## src/rtl/truth_table_scanner_pkg.sv

```systemverilog
// Shared scanner definitions: state encoding, pattern count and counter-width helper.
// Imported by the scanner and by its bench so both agree on NUM_PATTERNS.
package truth_table_scanner_pkg;

  localparam int NUM_PATTERNS = 8;
  localparam int IDX_W        = $clog2(NUM_PATTERNS);

  typedef enum logic [1:0] {
    ST_IDLE  = 2'd0,
    ST_DRIVE = 2'd1,
    ST_DONE  = 2'd2
  } state_t;

  // Hold counter must reach HOLD_CYCLES-1 without overflow for any legal setting.
  function automatic int hold_width(input int cycles);
    return $clog2(cycles + 1);
  endfunction

endpackage

```

## src/rtl/truth_table_scanner.sv

```systemverilog
// Drives all 8 patterns onto {I0,I1,I2} and captures O into truth_table; done 8*HOLD_CYCLES+1 cycles after start.
// No backpressure: start is level-sampled in IDLE only and ignored while busy or done.
module truth_table_scanner
  import truth_table_scanner_pkg::*;
#(
  parameter int HOLD_CYCLES = 5
) (
  input  logic                    clk,
  input  logic                    rst,
  input  logic                    start,
  output logic                    I0,
  output logic                    I1,
  output logic                    I2,
  input  logic                    O,
  output logic [NUM_PATTERNS-1:0] truth_table,
  output logic                    busy,
  output logic                    done
);

  localparam int HOLD_W = hold_width(HOLD_CYCLES);

  state_t            state;
  state_t            state_nxt;
  logic [HOLD_W-1:0] hold;
  logic [IDX_W-1:0]  idx;
  logic              sample;
  logic              last_pat;

  assign sample   = (state == ST_DRIVE) && (hold == HOLD_W'(HOLD_CYCLES - 1));
  assign last_pat = (idx == IDX_W'(NUM_PATTERNS - 1));

  always_ff @(posedge clk or posedge rst) begin
    if (rst) begin
      state <= ST_IDLE;
    end else begin
      state <= state_nxt;
    end
  end

  always_comb begin
    state_nxt = state;
    unique case (state)
      ST_IDLE:  if (start) state_nxt = ST_DRIVE;
      ST_DRIVE: if (sample && last_pat) state_nxt = ST_DONE;
      ST_DONE:  state_nxt = ST_IDLE;
      default:  state_nxt = ST_IDLE;
    endcase
  end

  // O is only looked at on the last cycle of each pattern hold.
  always_ff @(posedge clk or posedge rst) begin
    if (rst) begin
      idx         <= '0;
      hold        <= '0;
      truth_table <= '0;
    end else begin
      unique case (state)
        ST_IDLE: begin
          if (start) begin
            idx         <= '0;
            hold        <= '0;
            truth_table <= '0;
          end
        end
        ST_DRIVE: begin
          if (sample) begin
            truth_table[idx] <= O;
            hold             <= '0;
            idx              <= last_pat ? '0 : idx + IDX_W'(1);
          end else begin
            hold <= hold + HOLD_W'(1);
          end
        end
        default: ;
      endcase
    end
  end

  always_comb begin
    busy         = (state == ST_DRIVE);
    done         = (state == ST_DONE);
    {I0, I1, I2} = (state == ST_DRIVE) ? idx : 3'b000;
  end

endmodule

```

## config.mk

```make
export PLATFORM = sky130hd
export DESIGN_NAME = truth_table_scanner
export DESIGN_NICKNAME = d
export VERILOG_FILES = /design/src/rtl/truth_table_scanner_pkg.sv /design/src/rtl/truth_table_scanner.sv
export SDC_FILE = /design/constraint.sdc
export NUM_CORES = 1
export LEC_CHECK = 0
export CAP_MARGIN = 10
export CELL_PAD_IN_SITES_DETAIL_PLACEMENT = 2
export CELL_PAD_IN_SITES_GLOBAL_PLACEMENT = 2
export CORE_MARGIN = 2
export CORE_UTILIZATION = 28
export DETAILED_ROUTE_END_ITERATION = 6
export PLACE_DENSITY = 0.72
export SLEW_MARGIN = 10
export SYNTH_ARGS = -nofsm -noshare
export SYNTH_HDL_FRONTEND = slang
export SYNTH_SLANG_ARGS = --single-unit
```

## constraint.sdc

```tcl
create_clock -name clk -period 1.5 [get_ports clk]
set_clock_uncertainty 0.1 [all_clocks]
set_input_delay 0.45 -clock clk [delete_from_list [all_inputs] [get_ports clk]]
set_output_delay 0.45 -clock clk [all_outputs]
set_load 0.03 [all_outputs]
```

==> results.ini, run 1 <==
[clock_network]
cts-root-buf = clkbuf_4
clock_latency_ps = 300
cts_made_buffers = 3
clkTransAtPathRegs_ps = 100
hold_buffers = 0
htreeDepth = 1
cts_num_sinks = 16
clk_path_buf_depth = 2
tritoncts = built

[sta]
max_freq_mhz = 570
worst_slack_ps = -254
holdWs_ps = 350
relSlewSlack_pct = 77.8
setup_viol = 10
timing.final.crit_period_ps = 1750
final_hold_viol_count = 0
tightest_slew_ps = 329
rsz0062_at_grt = true
finalCritPeriodShare_pct = 117
drv_slew = 0

[synth]
yosysWarningCount = 0
yosysUniqueCellTypes = 31
ys_ff_latch = 16
synth_seq_area_share_pct = 45.8
syn_area_um2 = 873
synth_nets = 92
synth_cells = 84
synth_area_per_cell_um2 = 10.4

[setup_path]
critical_path_required_ps = 950
timing.critical_path.buf_inv = 1
path_depth = 3
cp-startpoint = state[1]
cpPeakStageDelay_ps = 450
crit_path_start_kind = register
critical_path.top_delay_family = flip-flops
crit_fanout = 4
crit_slowest_cell = dfrtp_2
r2r_end = truth_table[0]
setup.worst_path.end_class = primary output
rrSetupSlack_ps = -70
critPathKind = reg2out
critical_path.cell_chain = nor2b_4 > and2_4 > buf_6
arrival_ps = 1200
worstRegToRegCells = 5
reg2reg_from = state[0]
cp-endpoint = I0

[final_layout]
drive_gt1_share_pct = 48.3
diodes = 0
fin_util_pct = 43.8
area_growth_pct = 50.7
nets = 128

[grt]
grt_pass1_wl_mm = 4.35
grt_overflow_total = 0
grt_max_degree = 17
grt_usage_pct = 16.6
antenna_found_initial = 0
grt_pass1_vias = 870

[placed_design]
dp_hpwl_mm = 1.80
globalplace.congestion = 0.709
io_buffers = 16

[power]
powerDensity_nw_per_um2 = 1920
p_leak_nw = 0.604
ir_drop_mv = 0.590

[drt]
drt-pass1-iter-count = 2
antenna_left = 0
drt_iter0_drc = 13
vias_per_cell = 5.30
vias = 801
drc = 0
totalWireLength_mm = 2.60
wl_per_cell_um = 17.2

[floorplanning]
ios = 17
die_x_um = 59.9
die_h_um = 59.9
rows = 20
coreArea_um2 = 3000
initial_core_util_pct = 29.1
dieArea_um2 = 3580

[min_path]
hold_class = in2async

[flow_run]
cap_viol_max_count = 0

[outcome]
violations = negative setup slack
outcome = finished, violations left

[layout make-up]
| type | count | area (um^2) |
|---|---|---|
| clock buffer | 3 | 22.5 |
| sequential | 16 | 402 |
| fill | 323 | 1690 |
| timing repair buffer | 36 | 314 |
| inverter | 4 | 15.0 |
| multi-input combinational | 59 | 522 |
| tap | 33 | 41.3 |
[cells by family (layout without fill, tap and decap cells)]
group / after synthesis / after routing / share of synthesized area, %
compound gates: 18 / 18 / 17.2
fa+ha+maj: 4 / 4 / 5.73
buf+inv: 10 / 43 / 6.30
flops: 16 / 16 / 45.8
simple gates: 36 / 37 / 24.9
[tightest hold or removal path, stage by stage]
cell and delay (ps):
clkdlybuf4s50_1 390, inv_1 50, buf_4 230
[layout by cell type, fill, tap and decap left out, types with 3 or more instances in the layout]
master / n
and2_4: 3
nor2_1: 3
nand2_1: 7
o21ai_1: 3
nand3_1: 4
buf_4: 23
a22o_1: 3
dfrtp_1: 15
clkbuf_4: 3
ha_1: 3
buf_6: 10
a32o_1: 4
[synth_stat cells]
library cell	count	share of area [%]
nor2b_1	4	2.9
nor3b_1	1	0.86
nand2b_1	2	1.4
o31ai_1	1	0.86
nor2_1	3	1.3
nand3_1	6	3.4
o311ai_0	2	2.0
and3_1	1	0.72
inv_1	4	1.7
nand2_1	7	3.0
buf_2	2	1.1
buf_6	2	2.6
and2_1	4	2.9
nand4b_2	1	1.7
nand3b_1	1	0.86
o21ai_0	1	0.57
o32ai_2	1	1.9
a32o_1	4	4.6
and4b_1	1	1.1
or3b_4	1	1.3
o21bai_1	1	0.86
or3_4	1	1.3
ha_1	4	5.7
clkbuf_1	2	0.86
a31oi_1	1	0.72
o311ai_1	1	1.0
dfrtp_1	16	46
a22o_1	3	3.0
nor4_1	1	0.72
o21ai_1	3	1.7
nand4_1	2	1.4
[repair_timing]
| action | 4_1_cts | 5_1_grt |
|---|---|---|
| pin swaps | 11 | 6 |
| gates resized for setup | 17 | 9 |
| endpoints found under the setup margin | 14 | 16 |
| buffers inserted | 4 | 0 |
| endpoints found under the hold margin | 0 | 0 |
| gates cloned | 1 | 0 |
[report_power, final]
group | total (W) | switching [W] | internal (W) | leakage (nW)
clock | 0.000245 | 0.000151 | 0.0000936 | 0.0138
sequential | 0.000798 | 0.000206 | 0.000593 | 0.202
combinational | 0.00148 | 0.000741 | 0.000743 | 0.389
total | 0.00253 | 0.00110 | 0.00143 | 0.604
[registers in the layout, summed over array words and instances (netlist names)]
signal       flops
state            2
idx              3
hold             3
truth_table      8
[routing by layer]
layer	global-route usage (%)	share of wire, %
met1	19.6	43
met2	29.2	52
met3	2.60	3.2
met4	7.62	1.4
met5	0	0
[stage by stage]
| stage | std cells | power [W] | setup WS, ps | cell area (um^2) | TNS [ps] |
|---|---|---|---|---|---|
| after floorplan | 84 | 0.00159 | -31.1 | 901 | -98.0 |
| after global placement | 143 | 0.00207 | -371 | 1150 | -3690 |
| after detailed placement | 143 | 0.00213 | -417 | 1150 | -4410 |
| after CTS | 151 | 0.00252 | -254 | 1270 | -1400 |
| after global routing | 151 | 0.00273 | -299 | 1320 | -2370 |
| final | 151 | 0.00253 | -254 | 1320 | -1370 |
[worst min path at each step]
stage / cells after the start / start / slack (ps) / to
floorplan: 1 / rst / 260 / hold[0]
global placement: 1 / truth_table[3] / 410 / truth_table[3]
detailed placement: 1 / truth_table[3] / 420 / truth_table[3]
CTS: 3 / rst / 350 / hold[2]
global route: 3 / rst / 370 / hold[2]
finish: 3 / rst / 350 / hold[2]
No activity file was read; power rests on OpenSTA's default activity.
==> inputs of run 2 (changes only) <==
- CORE_ASPECT_RATIO: default -> 0.5
==> run 2 against run 1 <==
The run still ends with negative setup slack left. Final area increased by 11%. Flip-flop and latch count unchanged. Non-clock buffer count increased by 4. Count of clock-buffer cells in the layout increased by 1. Combinational power increased by 28%. Critical path depth unchanged. Largest power group unchanged.
==> results.ini, run 2 (synthesis results as in run 1) <==
[clock_network]
clkTransAtPathRegs_ps = 90
tritoncts = built
clk_path_buf_depth = 2
htreeDepth = 1
cts-root-buf = clkbuf_8
clock_latency_ps = 270
cts_made_buffers = 3
cts_num_sinks = 16

[sta]
holdWs_ps = 402
rsz0062_at_grt = true
drv_slew = 0
finalCritPeriodShare_pct = 115
tightest_slew_ps = 395
timing.final.crit_period_ps = 1730
setup_viol = 16
final_hold_viol_count = 0
relSlewSlack_pct = 73.6
max_freq_mhz = 579
worst_slack_ps = -227

[grt]
antenna_found_initial = 0
grt_max_degree = 17
grt_usage_pct = 20.2
grt_pass1_wl_mm = 5.43
grt_pass1_vias = 942
grt_overflow_total = 0

[final_layout]
layout_common_cells = buf_4 (28), dfrtp_1 (14), buf_6 (8)
reg_top3 = truth_table: 8 flops, hold: 3 flops, idx: 3 flops
fillers = 301
diodes = 0
final_common_cell = buf_4
drive_gt1_share_pct = 58.5
top_register = truth_table
stdcell_count = 163
nets = 132
fin_util_pct = 48.8
fin_area_um2 = 1460
largest_reg_flops = 8
area_growth_pct = 67.5

[setup_path]
critical_path_required_ps = 950
worstRegToRegCells = 5
crit_fanout = 4
arrival_ps = 1180
critPathKind = reg2out
r2r_end = truth_table[0]
rrSetupSlack_ps = -180
setup.worst_path.end_class = primary output
cp-endpoint = I2
crit_path_start_kind = register
reg2reg_from = hold[0]
cp-startpoint = state[1]

[floorplanning]
coreArea_um2 = 3000
die_h_um = 43.5
rows = 14
ios = 17
initial_core_util_pct = 29.2
dieArea_um2 = 3610
die_x_um = 83.0

[min_path]
hold_class = in2async

[placed_design]
place_area_um2 = 1140
place_ws_ps = -414
io_buffers = 16
dp_cells = 148
globalplace.congestion = 0.791
dp_hpwl_mm = 1.93

[drt]
antenna_left = 0
drt-pass1-iter-count = 3
drc = 0
vias_per_cell = 5.25
wl_per_cell_um = 24.2
totalWireLength_mm = 3.95
drt_iter0_drc = 21
vias = 856

[power]
p_leak_nw = 0.652
ir_drop_mv = 0.941
powerDensity_nw_per_um2 = 2140

[outcome]
outcome = finished, violations left
violations = negative setup slack

[flow_run]
cap_viol_max_count = 0

==> run 2: through the flow <==
| stage | power [W] | TNS, ps |
|---|---|---|
| 2_1_floorplan | 0.00159 | -98.0 |
| 3_3_place_gp | 0.00203 | -3420 |
| 3_5_place_dp | 0.00214 | -4110 |
| 4_1_cts | 0.00276 | -1180 |
| 5_1_grt | 0.00331 | -2900 |
| 6_report | 0.00313 | -1980 |
==> run 2: layer usage <==
layer  share of wire (%)  global-route usage [%]  vias up
met4                0.79                    5.25        0
met2                  49                    36.1       13
met3                 2.0                    5.33        4
li1                    -                       -      387
met5                   0                       0        -
met1                  48                    24.9      452
==> run 2: worst max-delay path, cell delays in order, from the launching register on <==
cell and delay, ps:
dfrtp_2 450, nor2b_4 170, and2_4 170, buf_6 130
==> run 2: report_power, final <==
part	leakage [nW]	total, W	switching (W)	internal (W)
Combinational	0.421	0.00190	0.00101	0.000887
Clock	0.0288	0.000438	0.000203	0.000235
Sequential	0.202	0.000801	0.000207	0.000594
Total	0.652	0.00313	0.00142	0.00172
==> run 2: repair_timing <==
action / in CTS / in global routing
gates cloned: 1 / 0
endpoints found under the setup margin: 16 / 16
pin swaps: 11 / 7
setup buffers: 8 / 3
hold buffers: 0 / 0
gates resized for setup: 16 / 21
==> run 2: final cells by class <==
type / count / area (um^2) / share of cell area (%)
clock buffer: 4 / 55.1 / 3.76
tap: 40 / 50.0 / 3.42
inverter: 4 / 15.0 / 1.03
multi-input combinational: 59 / 591 / 40.4
timing repair buffer: 40 / 349 / 23.9
sequential: 16 / 403 / 27.5
==> run 2: how the worst min path moves through the flow <==
| stage | to | slack, ps | depth (start not counted) | startpoint |
|---|---|---|---|---|
| after global routing | truth_table[7] | 450 | 3 | rst |
| final | truth_table[7] | 400 | 3 | rst |
| after global placement | truth_table[7] | 410 | 1 | truth_table[7] |
| after floorplan | hold[0] | 260 | 1 | rst |
| after detailed placement | truth_table[6] | 420 | 1 | truth_table[6] |
| after CTS | hold[1] | 420 | 3 | rst |
==> inputs of run 3 (changes only) <==
- CORE_UTILIZATION: 28 -> 33
- PLACE_DENSITY: 0.72 -> 0.79
- clock period: 1.5 -> 2 ns (I/O delays scaled with it)
==> run 3 against run 2 <==
The run now ends clean. Non-clock buffer count is 18 lower. Final area is 21% lower. Register-to-register slack better by 430 ps. Setup slack better by 270 ps. Count of clock-buffer cells in the layout stayed put. Total power is 45% lower. Critical path depth is 2 lower. Sequential power is 28% lower. Combinational power is 55% lower. Flip-flop and latch count stayed put. Utilization is 3.8 points lower. Largest power group unchanged. Highest routed layer unchanged.
==> results.ini, run 3 (synthesis results as in run 1) <==
[outcome]
outcome = complete, no violations

[clock_network]
clock_latency_ps = 250
cts-root-buf = clkbuf_8
clkTransAtPathRegs_ps = 60
clk_path_buf_depth = 2
htreeDepth = 1
hold_buffers = 0
tritoncts = built
cts_made_buffers = 3
cts_num_sinks = 16

[power]
finalPower_w = 0.00172
internal_power_w = 0.000984
clockPowerShare_pct = 17.0
p_leak_nw = 0.608
swShare_pct = 42.8
pwr-share-comb_pct = 49.5
p_sw_w = 0.000735
powerDensity_nw_per_um2 = 1490
power_frac_seq_pct = 33.5
ir_drop_mv = 0.423

[floorplanning]
die_x_um = 76.8
dieArea_um2 = 3100
rows = 13
initial_core_util_pct = 34.2
ios = 17
die_h_um = 40.4
coreArea_um2 = 2550

[drt]
drt_iter0_drc = 28
totalWireLength_mm = 2.27
vias_per_cell = 5.30
drt-pass1-iter-count = 3
vias = 747
wl_per_cell_um = 16.1
drc = 0
antenna_left = 0

[sta]
finalCritPeriodShare_pct = 97.6
setup_viol = 0
timing.final.crit_period_ps = 1950
relSlewSlack_pct = 75.1
max_freq_mhz = 512
drv_slew = 0
holdWs_ps = 417
tightest_slew_ps = 373
rsz0062_at_grt = false
worst_slack_ps = 47.0
final_hold_viol_count = 0

[grt]
grt_usage_pct = 16.0
grt_overflow_total = 0
grt_max_degree = 17
grt_pass1_vias = 719
antenna_found_initial = 0
grt_pass1_wl_mm = 3.68

[final_layout]
top_register = truth_table
fin_area_um2 = 1150
layout_common_cells = dfrtp_1 (15), buf_4 (11), nand2_1 (7)
reg_top3 = truth_table: 8 flops, hold: 3 flops, idx: 3 flops
diodes = 0
fillers = 269
stdcell_count = 141
final_common_cell = dfrtp_1
largest_reg_flops = 8
drive_gt1_share_pct = 20.2
area_growth_pct = 31.7
multi_input_area_um2 = 425
nets = 113
final-seq-area_um2 = 402

[setup_path]
crit_fanout = 2
arrival_ps = 1250
cpPeakStageDelay_ps = 670
crit_slowest_cell = clkdlybuf4s50_1
path_depth = 1
critical_path.cell_chain = clkdlybuf4s50_1
timing.critical_path.buf_inv = 1
setup.worst_path.end_class = primary output
critical_path_required_ps = 1300
critical_path.top_delay_family = buffers and inverters
crit_path_start_kind = register
worstRegToRegCells = 5
critPathKind = reg2out

[flow_run]
cap_viol_max_count = 0

[placed_design]
dp_cells = 135
place_ws_ps = -58.8
place_area_um2 = 1060
dp_hpwl_mm = 1.60
io_buffers = 16
globalplace.congestion = 0.717

[min_path]
hold_class = reg2reg
whs_path_depth = 1

-- run 3: layer usage --
layer / track usage [%] / vias to the layer above / wire [um]
met4: 4.09 / 0 / 19
li1: - / 346 / -
met2: 29.8 / 9 / 1120
met3: 4.05 / 2 / 47
met5: 0 / - / 0
met1: 19.4 / 390 / 1090
-- run 3: power groups by stage --
| stage | clock network, W | logic [W] | registers [W] |
|---|---|---|---|
| after CTS | 0.000304 | 0.000863 | 0.000578 |
| after global placement | 0 | 0.000800 | 0.000573 |
| after detailed placement | 0 | 0.000854 | 0.000586 |
| after global routing | 0.000318 | 0.000936 | 0.000601 |
| after floorplan | 0 | 0.000492 | 0.000644 |
| final | 0.000292 | 0.000851 | 0.000576 |
-- run 3: repair_timing --
| action | in CTS | in global routing |
|---|---|---|
| buffers inserted | 0 | 2 |
| resized for setup | 3 | 6 |
| endpoints found under the setup margin | 4 | 8 |
-- run 3: final timing paths --
path,end,from,slack [ps]
worst max-delay path,truth_table[4],truth_table[4],50
worst min-delay path,truth_table[7],truth_table[7],420
worst max register to register,truth_table[7],hold[0],250
worst min register to register,truth_table[7],truth_table[7],420
max in group asynchronous,state[1],rst,1030
min in group asynchronous,hold[0],rst,570
-- run 3: cell type report --
type / instances / area share, %
clock buffers: 4 / 4.79
inverters: 4 / 1.31
multi-input cells: 58 / 37.0
flip-flops and latches: 16 / 34.9
well taps: 37 / 4.03
repair buffers: 22 / 18.0
-- run 3: stage by stage --
stage	utilization, %	setup TNS, ps
after floorplan	-	0
after global placement	41.5	-8.36
after detailed placement	41.5	-223
after CTS	43.9	0
after global routing	45.0	0
final	45.0	0
